<file path="src/rtl/fill_master.sv">
// fill_master -- Avalon-MM master that paints a filled rectangle into a
// frame buffer one pixel per write.
//
// A one-cycle start in IDLE captures the rectangle bounds and the colour.
// A request that is out of range or inverted goes straight to FIN with
// error set. A valid request enters FILL and issues one write per pixel
// in raster order (x first, then y). It then passes through FIN for a
// single done cycle and returns to IDLE.
//
// Build option:
//   FILL_MASTER_GRADIENT_EN  when defined, brightness = colour + (x - x0)
//                            modulo 256; otherwise brightness = colour.
//
// Parameters:
//   VGA_ADDR     Avalon word address used for every pixel write.
//
// Ports:
//   clk          sole clock, all state updates on the rising edge
//   reset_n      asynchronous active-low reset
//   start        one-cycle fill request, sampled in IDLE only
//   x0, x1       inclusive column bounds (0..159)
//   y0, y1       inclusive row bounds (0..119)
//   colour       pixel brightness
//   busy         high in FILL and FIN
//   done         one-cycle completion pulse (FIN)
//   error        valid with done, high when the request was rejected
//   address      Avalon-MM address (VGA_ADDR while write=1, else 0)
//   write        Avalon-MM write strobe
//   writedata    {1'b0, y[6:0], x[7:0], 8'h00, brightness[7:0]}
//   waitrequest  slave stall; a write is accepted when write=1 and waitrequest=0

module fill_master #(
    parameter logic [3:0] VGA_ADDR = 4'h0
) (
    input  logic        clk,
    input  logic        reset_n,
    input  logic        start,
    input  logic [7:0]  x0,
    input  logic [7:0]  x1,
    input  logic [6:0]  y0,
    input  logic [6:0]  y1,
    input  logic [7:0]  colour,
    output logic        busy,
    output logic        done,
    output logic        error,
    output logic [3:0]  address,
    output logic        write,
    output logic [31:0] writedata,
    input  logic        waitrequest
);

    localparam logic [1:0] ST_IDLE = 2'd0;
    localparam logic [1:0] ST_FILL = 2'd1;
    localparam logic [1:0] ST_FIN  = 2'd2;

    localparam logic [7:0] X_MAX = 8'd159;
    localparam logic [6:0] Y_MAX = 7'd119;

    logic [1:0] state_q,  state_d;
    logic [7:0] x0_q,     x0_d;
    logic [7:0] x1_q,     x1_d;
    logic [6:0] y0_q,     y0_d;
    logic [6:0] y1_q,     y1_d;
    logic [7:0] colour_q, colour_d;
    logic [7:0] x_q,      x_d;
    logic [6:0] y_q,      y_d;
    logic       error_q,  error_d;

    logic       req_bad;
    logic       accept;
    logic [7:0] brightness;

    // Validation uses the live inputs because it is evaluated on the same
    // edge that captures them. Together with the bounds check, this keeps
    // the x/y counters from ever stepping past 159/119.
    assign req_bad = (x0 > x1) || (y0 > y1) || (x1 > X_MAX) || (y1 > Y_MAX);

    // A pixel is consumed only on a cycle where the slave does not stall.
    assign accept  = (state_q == ST_FILL) && !waitrequest;

    // NOTE: every signal assigned in this block gets a default first, so
    // paths that do not assign it cannot infer a latch.
    always_comb begin
        state_d  = state_q;
        x0_d     = x0_q;
        x1_d     = x1_q;
        y0_d     = y0_q;
        y1_d     = y1_q;
        colour_d = colour_q;
        x_d      = x_q;
        y_d      = y_q;
        error_d  = error_q;

        case (state_q)
            ST_IDLE: begin
                if (start) begin
                    x0_d     = x0;
                    x1_d     = x1;
                    y0_d     = y0;
                    y1_d     = y1;
                    colour_d = colour;
                    x_d      = x0;
                    y_d      = y0;
                    if (req_bad) begin
                        error_d = 1'b1;
                        state_d = ST_FIN;
                    end else begin
                        error_d = 1'b0;
                        state_d = ST_FILL;
                    end
                end
            end

            ST_FILL: begin
                if (accept) begin
                    if (x_q == x1_q) begin
                        x_d = x0_q;
                        if (y_q == y1_q) begin
                            state_d = ST_FIN;
                        end else begin
                            y_d = y_q + 7'd1;
                        end
                    end else begin
                        x_d = x_q + 8'd1;
                    end
                end
            end

            ST_FIN: begin
                error_d = 1'b0;
                state_d = ST_IDLE;
            end

            default: begin
                error_d = 1'b0;
                state_d = ST_IDLE;
            end
        endcase
    end

    // NOTE: sequential state uses non-blocking assignments only, so every
    // flop samples the pre-edge values regardless of statement order.
    always_ff @(posedge clk or negedge reset_n) begin
        if (!reset_n) begin
            state_q  <= ST_IDLE;
            x0_q     <= '0;
            x1_q     <= '0;
            y0_q     <= '0;
            y1_q     <= '0;
            colour_q <= '0;
            x_q      <= '0;
            y_q      <= '0;
            error_q  <= 1'b0;
        end else begin
            state_q  <= state_d;
            x0_q     <= x0_d;
            x1_q     <= x1_d;
            y0_q     <= y0_d;
            y1_q     <= y1_d;
            colour_q <= colour_d;
            x_q      <= x_d;
            y_q      <= y_d;
            error_q  <= error_d;
        end
    end

`ifdef FILL_MASTER_GRADIENT_EN
    // Horizontal ramp: brightness rises by one per column from x0 and
    // wraps modulo 256.
    logic [7:0] x_offset;
    assign x_offset   = x_q - x0_q;
    assign brightness = colour_q + x_offset;
`else
    assign brightness = colour_q;
`endif

    // All outputs decode directly from registered state. While reset_n is
    // low the state is forced to IDLE, so write and the bus drop
    // immediately, without waiting for a clock edge. While stalled, the
    // state does not move, which holds the bus stable.
    assign write     = (state_q == ST_FILL);
    assign busy      = (state_q != ST_IDLE);
    assign done      = (state_q == ST_FIN);
    assign error     = (state_q == ST_FIN) && error_q;
    assign address   = write ? VGA_ADDR : 4'h0;
    assign writedata = write ? {1'b0, y_q, x_q, 8'h00, brightness} : 32'h0;

endmodule

</file>
<file path="config.mk">
export PLATFORM = sky130hd
export DESIGN_NAME = fill_master
export DESIGN_NICKNAME = d
export VERILOG_FILES = /design/src/rtl/fill_master.sv
export SDC_FILE = /design/constraint.sdc
export NUM_CORES = 1
export LEC_CHECK = 0
export BUFFER_PORTS_ARGS = -buffer_cell sky130_fd_sc_hd__buf_2
export CORE_UTILIZATION = 57
export DETAILED_ROUTE_END_ITERATION = 16
export HOLD_SLACK_MARGIN = 0.02
export PLACE_DENSITY = 0.89
export SLEW_MARGIN = 20
export SYNTH_ARGS = -nofsm -noshare
export SYNTH_HDL_FRONTEND = slang
export SYNTH_SLANG_ARGS = --single-unit
</file>
<file path="constraint.sdc">
create_clock -name clk -period 5.2 [get_ports clk]
set_input_delay 0.26 -clock clk [delete_from_list [all_inputs] [get_ports clk]]
set_output_delay 0.26 -clock clk [all_outputs]
set_load 0.03 [all_outputs]
</file>
Word level (Yosys, flattened, before mapping)

Cells that the tools add are included.

Logic and storage cells: 57
Bits in registers: 49
Bits of input ports: 42
Latch bits: 0
Bits in writable memories: 0
Memories kept: 0
ROM bits: 0

Bitwise logic cells: 1
Add/sub/neg operators: 2
Muxes and demuxes: 19
Equal/unequal tests: 9
Shift-type cells: 0
Reductions and logical operators: 14
Order comparisons: 4
Multiply operators: 0
Div/mod/pow operators: 0

Operators with widths:

| operator                                              | number |
|---|---|
| 2-to-1 mux 31 bit                                     | 1 |
| 2-to-1 mux 7 bit                                      | 4 |
| 2-to-1 mux 8 bit                                      | 3 |
| one-hot mux 8 bit (2 select lines)                    | 1 |
| one-hot mux 7 bit (2 select lines)                    | 1 |
| 2-to-1 mux 2 bit                                      | 5 |
| adder 8 x 1 -> 8 bit, second input constant           | 1 |
| equality test 8 bit                                   | 1 |
| greater-than comparator 8 bit                         | 1 |
| greater-than comparator 8 bit, second input constant  | 1 |
| adder 7 x 1 -> 7 bit, second input constant           | 1 |
| equality test 7 bit                                   | 1 |
| greater-than comparator 7 bit                         | 1 |
| greater-than comparator 7 bit, second input constant  | 1 |
| inequality test 2 x 1 -> 1 bit, second input constant | 3 |
| AND reduction 5 bit                                   | 1 |
| inequality test 2 bit, second input constant          | 2 |
| one-hot mux 2 bit (2 select lines)                    | 1 |
| AND reduction 2 bit                                   | 2 |
| AND reduction 4 bit                                   | 1 |
| nonzero test 2 bit                                    | 2 |
| logical OR 1 bit                                      | 3 |
| AND reduction 3 bit                                   | 1 |
| equality test 2 x 1 -> 1 bit, second input constant   | 1 |
| other kinds (7)                                       | 9 |

Longest topological paths before layout

Gate-level depths: netlist of run 1.

Depth in word-level cells: 7
Gate-level depth with buffers: 8
Depth with buffers taken out: 8

Worst setup path before layout of run 1

No wires, ideal clock.

Kind: reg-to-reg
Start: reg state_q[0]
End: reg colour_q[7] (netlist: brightness[7])
Stages on the path, launching flop included: 6
Clock period less this slack: 1.893 ns
Path slack: 3.307 ns
Path buffers: 2
Setup time: 0.125 ns
Arrival time: 1.768 ns
Cells stage by stage: dfrtp_1 or2_1 nor2_1 buf_2 buf_2 mux2_2

Cells in the longest elaborated chain, start to end: 2

Ends and longest elaborated chain:

| what                                 | RTL line | source |
|---|---|---|
| start, declared                      | 59       | `logic [1:0] state_q, state_d;` |
| start signal, assigned               | 155      | `state_q <= state_d;` |
| logical NOT 2 bit                    | 94       | `case (state_q)` |
| AND reduction 2 bit (no source line) | n/a      |  |
| end signal, assigned                 | 160      | `colour_q <= colour_d;` |
| end, declared                        | 64       | `logic [7:0] colour_q, colour_d;` |

No other way between the ends.
A chain may end at the register's enable or synchronous reset.

Worst setup path in the final report of run 1

Start: reg state_q[0]
End: reg y_q[0]

Cells in the longest elaborated chain, start to end: 4
Elaborated cells on any way between the ends: 10
Those cells by class: eq/ne: 5; mux: 1; reduce/logical: 4

Ends and longest elaborated chain:

| what                                            | RTL line | source |
|---|---|---|
| equality test 2 x 1 -> 1 bit                    | 79, 94   |  |
| logical AND 1 bit                               | 79       | `assign accept = (state_q == ST_FILL) && !waitrequest;` |
| inequality test 2 x 1 -> 1 bit (no source line) | n/a      |  |
| AND reduction 5 bit (no source line)            | n/a      |  |
| end signal, assigned                            | 162      | `y_q <= y_d;` |
| end, declared                                   | 66       | `logic [6:0] y_q, y_d;` |

Parallel ways exist; a longest one is shown, timed or not.

==> results of run 1 <==
[cell usage after synthesis (8+ instances only)]
master | n | share of area (%)
xor2_1 | 16 | 4.5
ha_1 | 17 | 6.8
dfrtp_1 | 49 | 39
and2_1 | 22 | 4.4
inv_1 | 21 | 2.5
o21ai_0 | 16 | 2.6
buf_4 | 13 | 3.1
mux2i_1 | 8 | 2.6
a21oi_1 | 25 | 4.0
nand2_1 | 15 | 1.8
nand3_1 | 13 | 2.1
nor2_1 | 9 | 1.1
mux2_2 | 29 | 10
[critical path, cell delays in order (launching register included)]
cell     delay (ns)
dfrtp_1        0.46
or2_1          0.27
nor2_1         0.74
nor2_1         0.39
nor3b_4        0.58
mux2i_1        0.25
nand2_1        0.06
[routing by layer]
metal	GRT usage, %	wire length [microns]	part of all wire (%)
met1	32.62	3040	43
met2	42.82	3431	49
met3	3.713	452	6.4
met4	9.423	120	1.7
met5	0	0	0
[worst max path at each step]
| stage | to | slack, ns | depth (start not counted) | startpoint |
|---|---|---|---|---|
| after floorplan | brightness[7] | 3.31 | 5 | state_q[0] |
| after global placement | y_q[0] | 2.58 | 6 | state_q[0] |
| after detailed placement | y_q[0] | 2.44 | 6 | state_q[0] |
| after CTS | y_q[0] | 2.36 | 6 | state_q[0] |
| after global routing | y_q[0] | 2.07 | 6 | state_q[0] |
| final | y_q[0] | 2.33 | 6 | state_q[0] |
[layout make-up]
type / instances / area, sq um
Tap cell: 70 / 87.58
Fill cell: 405 / 1640
Sequential cell: 49 / 1226
Clock buffer: 6 / 82.58
Multi-Input combinational cell: 233 / 1697
Timing Repair Buffer: 70 / 355.3
Inverter: 21 / 78.83
Clock inverter: 2 / 37.54
[where the power goes]
group	leakage [nW]	switching, mW	internal, mW
clock	0.0574	0.130	0.157
sequential	0.572	0.197	0.580
combinational	1.15	0.738	0.524
total	1.78	1.06	1.26
[registers in the layout, summed over array words and instances (netlist names)]
register and count:
x_q 8, error_q 1, x0_q 8, brightness 8, y1_q 7, y_q 7, state_q 2, x1_q 8
[logic make-up after synthesis]
group,share of synthesized area (%)
AOI/OAI and AO/OA,12.02
xor gates and xnor gates,5.892
adders and majority gates,6.813
buffers and inverters,7.816
DFF,39.28
muxes,13.03
other,0.1201
and+or+nand+nor,15.03
[per-stage QoR]
stage	instances	utilization [%]	setup WS [ns]	area, sq um	power [mW]
2_1_floorplan	330	-	3.307	3167	1.742
3_3_place_gp	443	66.18	2.583	3445	1.968
3_5_place_dp	443	66.18	2.437	3445	2.023
4_1_cts	451	68.49	2.357	3565	2.317
5_1_grt	451	68.49	2.070	3565	2.476
6_report	451	68.49	2.330	3565	2.324
==> impl_results.md, run 1 <==
* Die width at between 70 and 80 microns
* Final Setup Violations at 0
* Mapped Cells at between 300 and 400
* Die area at between 5000 and 6000 sq um
* Avg Cell Area, Syn at ~9.8 sq um
* Max rail drop VDD at approximately 0.00033 V
* FP Rows at 26
* Fin crit period at 2.870 ns
* RSZ-0062 raised after global routing: no
* Pre-antenna DRT Iters at 5
* Commonest cells after routing, fill and taps aside: buf_2, dfrtp_1, mux2_2, a21oi_1, and2_1
* Grt ovf at 0
* Final hold slack at approximately 0.06 ns
* Tot GR Track Use at 25.17%
* Layout cells sized above 1 at around 30%
* Detailed-route via count at ~2,600
* DP Wirelength at 5.104 mm
* Worst slew pin tran at 0.9484 ns
* TritonCTS clock tree: yes
* Fmax at approximately 350 MHz
* Final hold vios at 0
* Post-CTS setup buffers at 0
* CTS sink count at between 40 and 50
* P per Cell Area at between 600 and 700 nW/um^2
* Num CTS Buffers at 5
* Startpoint Class: flop
* Ys async rst share at 100.0%
* CTS root buffer: clkbuf_8
* Critical path type: reg -> reg
* Setup crit end kind: flop
* Fin. max-slew vios at 0
* Worst path arrival time at roughly 3 ns
* Worst R2R Path Depth at 6
* WP data required at about 5.4 ns
* Distinct cells, synth at 42
* HP Class: in -> async
* Slew HR at between 30 and 40%
* Largest net degree at the start of global routing at 50
* Synthesis-to-finish area growth at 14.19%
* GPL Wtd Cong at 0.8786
* Initial antenna violation count at 0
* RR Startpoint: state_q[0]
* CORE AREA at roughly 5200 sq um
* Vias/cell at between 5 and 6
* Hold_buf cts at 0
* CP Max Fanout at 14
* Most common cell after layout, fill and taps aside: buf_2
* Die Y at roughly 76 microns
* Initial Utilization at approximately 60%
* Post-synth EDFFs at 0
* Routed WL at about 7.0 mm
* Nets at between 400 and 500
* Ys flop type: dfrtp_1
* CTS resizes at 0
* Deepest clock path buffer count at 2
* Final period util at about 55%
* R2r endpoint: y_q[0]
* Leakage at 1.784 nW
* Reg2reg setup slack at ~2.3 ns
* IO Port Bufs at 68
* Post-route ant nets at 0
* Ys Warns at 0
* Avg WL per Cell at between 15 and 20 microns
* DRC Markers at 0
* Antenna diodes at 0
* IO Count at roughly 80
* First-pass GRT wire length at about 12 mm
* TNS Setup at 0 ns
* Worst skew pair latency at approximately 0.30 ns
* H-tree levels at 2
* Register area share after synthesis at ~39%
* Run status: completed
* Max-Cap Viols at 0
* Clock transition at path regs at approximately 0.080 ns
* Worst Skew at about 0.013 ns
* Vias in the first global route at between 2,000 and 2,500
* Drt first-iter violations at roughly 160
* Synthesized area at between 3000 and 4000 sq um
* #FFs+latches synth at a little under 50
Note: power is estimated with default switching activity, not from simulation.
==> run 2: changes to the inputs <==
- CORE_UTILIZATION: 57 -> 53
- PLACE_DENSITY: 0.89 -> 0.84
- clock period: 5.2 -> 2.69 ns (I/O delays scaled with it)
==> run 2 against run 1 <==
Utilization is 4.5 points lower. Sequential cell count stayed put. Clock skew is essentially flat. Design area grew 0.74%. Global-route usage decreased by 0.43 points. Clock power rose by 62%. Sequential share of layout area decreased by 0.25 points. Sequential power rose by 92%. Cell count increased by 1.8%. Highest routed layer unchanged. Via count down 0.43%. Hold slack worse by 0.023 ns. First-iteration DRC count is 12% higher.
==> impl_results.md, run 2 (synthesis results as in run 1) <==
* Reg2reg setup slack at 0.50 ns (was 2.33 ns)
* Hold endpoint: x0_q[0]
* Final period util at 81.27% (was 55.19%)
* Die area at 6201 sq um (was 5777 sq um)
* TNS Setup at 0 ns (unchanged)
* H-tree levels at 2 (unchanged)
* Fin crit period at 2.186 ns (was 2.870 ns)
* Max rail drop VDD at 0.0007164 V (was 0.0003291 V)
* Clock transition at path regs at 0.10 ns (was 0.08 ns)
* CORE AREA at 5608 sq um (was 5205 sq um)
* Post-route ant nets at 0 (unchanged)
* GPL Wtd Cong at 0.8549 (was 0.8786)
* Slew HR at 59.60% (was 36.54%)
* TritonCTS clock tree: yes (unchanged)
* Core Util, Final at 64.03% (was 68.49%)
* Tot GR Track Use at 24.74% (was 25.17%)
* Initial antenna violation count at 0 (unchanged)
* Hold-critical path depth at 3
* WL met2 at 3.459 mm (was 3.431 mm)
* Die width at 78.75 microns (was 76.01 microns)
* Worst Setup SP: state_q[0] (unchanged)
* HP Class: in -> reg (was in -> async)
* Synthesis-to-finish area growth at 15.03% (was 14.19%)
* Vias in the first global route at 2,565 (was 2,465)
* WP data required at 2.89 ns (was 5.38 ns)
* Drt first-iter violations at 182 (was 163)
* Initial Utilization at 55.67% (was 59.98%)
* Worst slew pin tran at 0.6053 ns (was 0.9484 ns)
* DRC Markers at 0 (unchanged)
* Dpl cells at 450 (was 443)
* Fin cells at 459 (was 451)
* Switching share of power at 46.54% (was 45.79%)
* Num CTS Buffers at 5 (unchanged)
* RSZ-0062 raised after global routing: no (unchanged)
* Antenna diodes at 0 (unchanged)
* CTS resizes at 0 (unchanged)
* Worst Skew at 0.01302 ns (was 0.01273 ns)
* CTS root buffer: clkbuf_8 (unchanged)
* Met3 routed WL at 410 microns (was 452 microns)
* IO Port Bufs at 68 (unchanged)
* Leakage at 1.800 nW (was 1.784 nW)
* Vias/cell at 5.538 (was 5.661)
* FP Rows at 27 (was 26)
* Critical path type: reg -> reg (unchanged)
* Grt ovf at 0 (unchanged)
* Nets at 445 (was 439)
* Run status: completed (unchanged)
* Layout cells sized above 1 at 31.52% (was 30.45%)
* Dpl cell area at 3487 sq um (was 3445 sq um)
* Part of the power in registers at 33.4% (about the same)
* DP Wirelength at 5.426 mm (was 5.104 mm)
* Top routing layer in use: met4 (unchanged)
* Routed WL at 7.024 mm (was 7.044 mm)
* Final Setup Violations at 0 (unchanged)
* Psw at 2.072 mW (was 1.064 mW)
* Worst skew pair latency at 0.31 ns (was 0.30 ns)
* Worst path arrival time at 2.38 ns (was 3.05 ns)
* Deepest clock path buffer count at 2 (unchanged)
* Worst R2R Path Depth at 7 (was 6)
* Final Power at 4.453 mW (was 2.324 mW)
* Startpoint Class: flop (unchanged)
* RR Startpoint: state_q[0] (unchanged)
* CTS sink count at 49 (unchanged)
* Largest net degree at the start of global routing at 27 (was 50)
* R2r endpoint: y_q[0] (unchanged)
* IO Count at 82 (unchanged)
* CP Max Fanout at 14 (unchanged)
* Final instance area at 3591 sq um (was 3565 sq um)
* Max-Cap Viols at 0 (unchanged)
* Int Power at 2.381 mW (was 1.260 mW)
* First-pass GRT wire length at 11.92 mm (was 11.56 mm)
* HP Start: x0[0]
* Comb power frac at 56.3% (was 54.3%)
* P per Cell Area at 1240 nW/um^2 (was 652.1 nW/um^2)
* Fmax at 457.4 MHz (was 348.5 MHz)
* Setup crit end kind: flop (unchanged)
* Die Y at 78.75 microns (was 76.01 microns)
* Avg WL per Cell at 15.30 microns (was 15.62 microns)
* WL met1 at 3.006 mm (was 3.040 mm)
* Clock power share at 10.4% (was 12.3%)
* Most common cell after layout, fill and taps aside: buf_2 (unchanged)
* Pre-antenna DRT Iters at 4 (was 5)
* Fin. max-slew vios at 0 (unchanged)
* Detailed-route via count at 2,542 (was 2,553)
* Commonest cells after routing, fill and taps aside: buf_2, dfrtp_1, mux2_2, a21oi_1, and2_1 (unchanged)
* Final hold vios at 0 (unchanged)
[run 2: changes by cell type in the layout (fill, tap and decap cells not counted), sizes merged]
cell         before  now
buf              70   75
bufinv            1    0
dlygate4sd3       0    1
clkbuf            6    5
inv              21   23
[run 2: area by class of cell]
cell class | count | area (sq um)
clock buffer | 5 | 68.82
timing repair buffer | 76 | 402.9
fill | 469 | 2017
multi-input combinational | 233 | 1699
sequential | 49 | 1226
clock inverter | 3 | 25.02
inverter | 21 | 78.83
tap | 72 | 90.09
[run 2: worst max-delay path: stages, from the launching register on]
cell and delay (ns):
dfrtp_1 0.45, or2_1 0.28, nor2_2 0.18, buf_4 0.21
nor2_1 0.10, nor3b_4 0.53, mux2i_1 0.26, nand2_1 0.06
[run 2: how the worst max path moves through the flow]
stage | slack [ns] | end | depth (start not counted)
after floorplan | 0.80 | brightness[7] | 5
after global placement | 0.65 | y_q[0] | 7
after detailed placement | 0.56 | y_q[0] | 7
after CTS | 0.52 | y_q[0] | 7
after global routing | 0.34 | y_q[6] | 7
final | 0.50 | y_q[0] | 7
[run 2: power groups by stage]
| stage | logic, mW | clock network, mW | registers (mW) |
|---|---|---|---|
| final | 2.51 | 0.462 | 1.49 |
| after global routing | 2.74 | 0.498 | 1.54 |
| after CTS | 2.52 | 0.463 | 1.48 |
| after detailed placement | 2.49 | 0 | 1.49 |
| after global placement | 2.42 | 0 | 1.46 |
| after floorplan | 2.01 | 0 | 1.35 |
[run 2: timing repair]
action,4_1_cts,5_1_grt
endpoints found under the setup margin,0,0
buffers inserted,0,0
hold buffers,1,0
endpoints found under the hold margin,25,0
[run 2: layer usage]
layer	GRT usage [%]	vias to the layer above
met3	4.598	17
met5	0	-
li1	-	1205
met4	9.259	0
met1	31.14	1222
met2	42.17	98
[run 2: metrics by stage]
step | setup slack [ns] | hold WS [ns]
4_1_cts | 0.5216 | 0.03525
3_5_place_dp | 0.5590 | 0.1681
6_report | 0.5037 | 0.03735
3_3_place_gp | 0.6490 | 0.1616
5_1_grt | 0.3392 | 0.04217
2_1_floorplan | 0.7968 | -0.1611
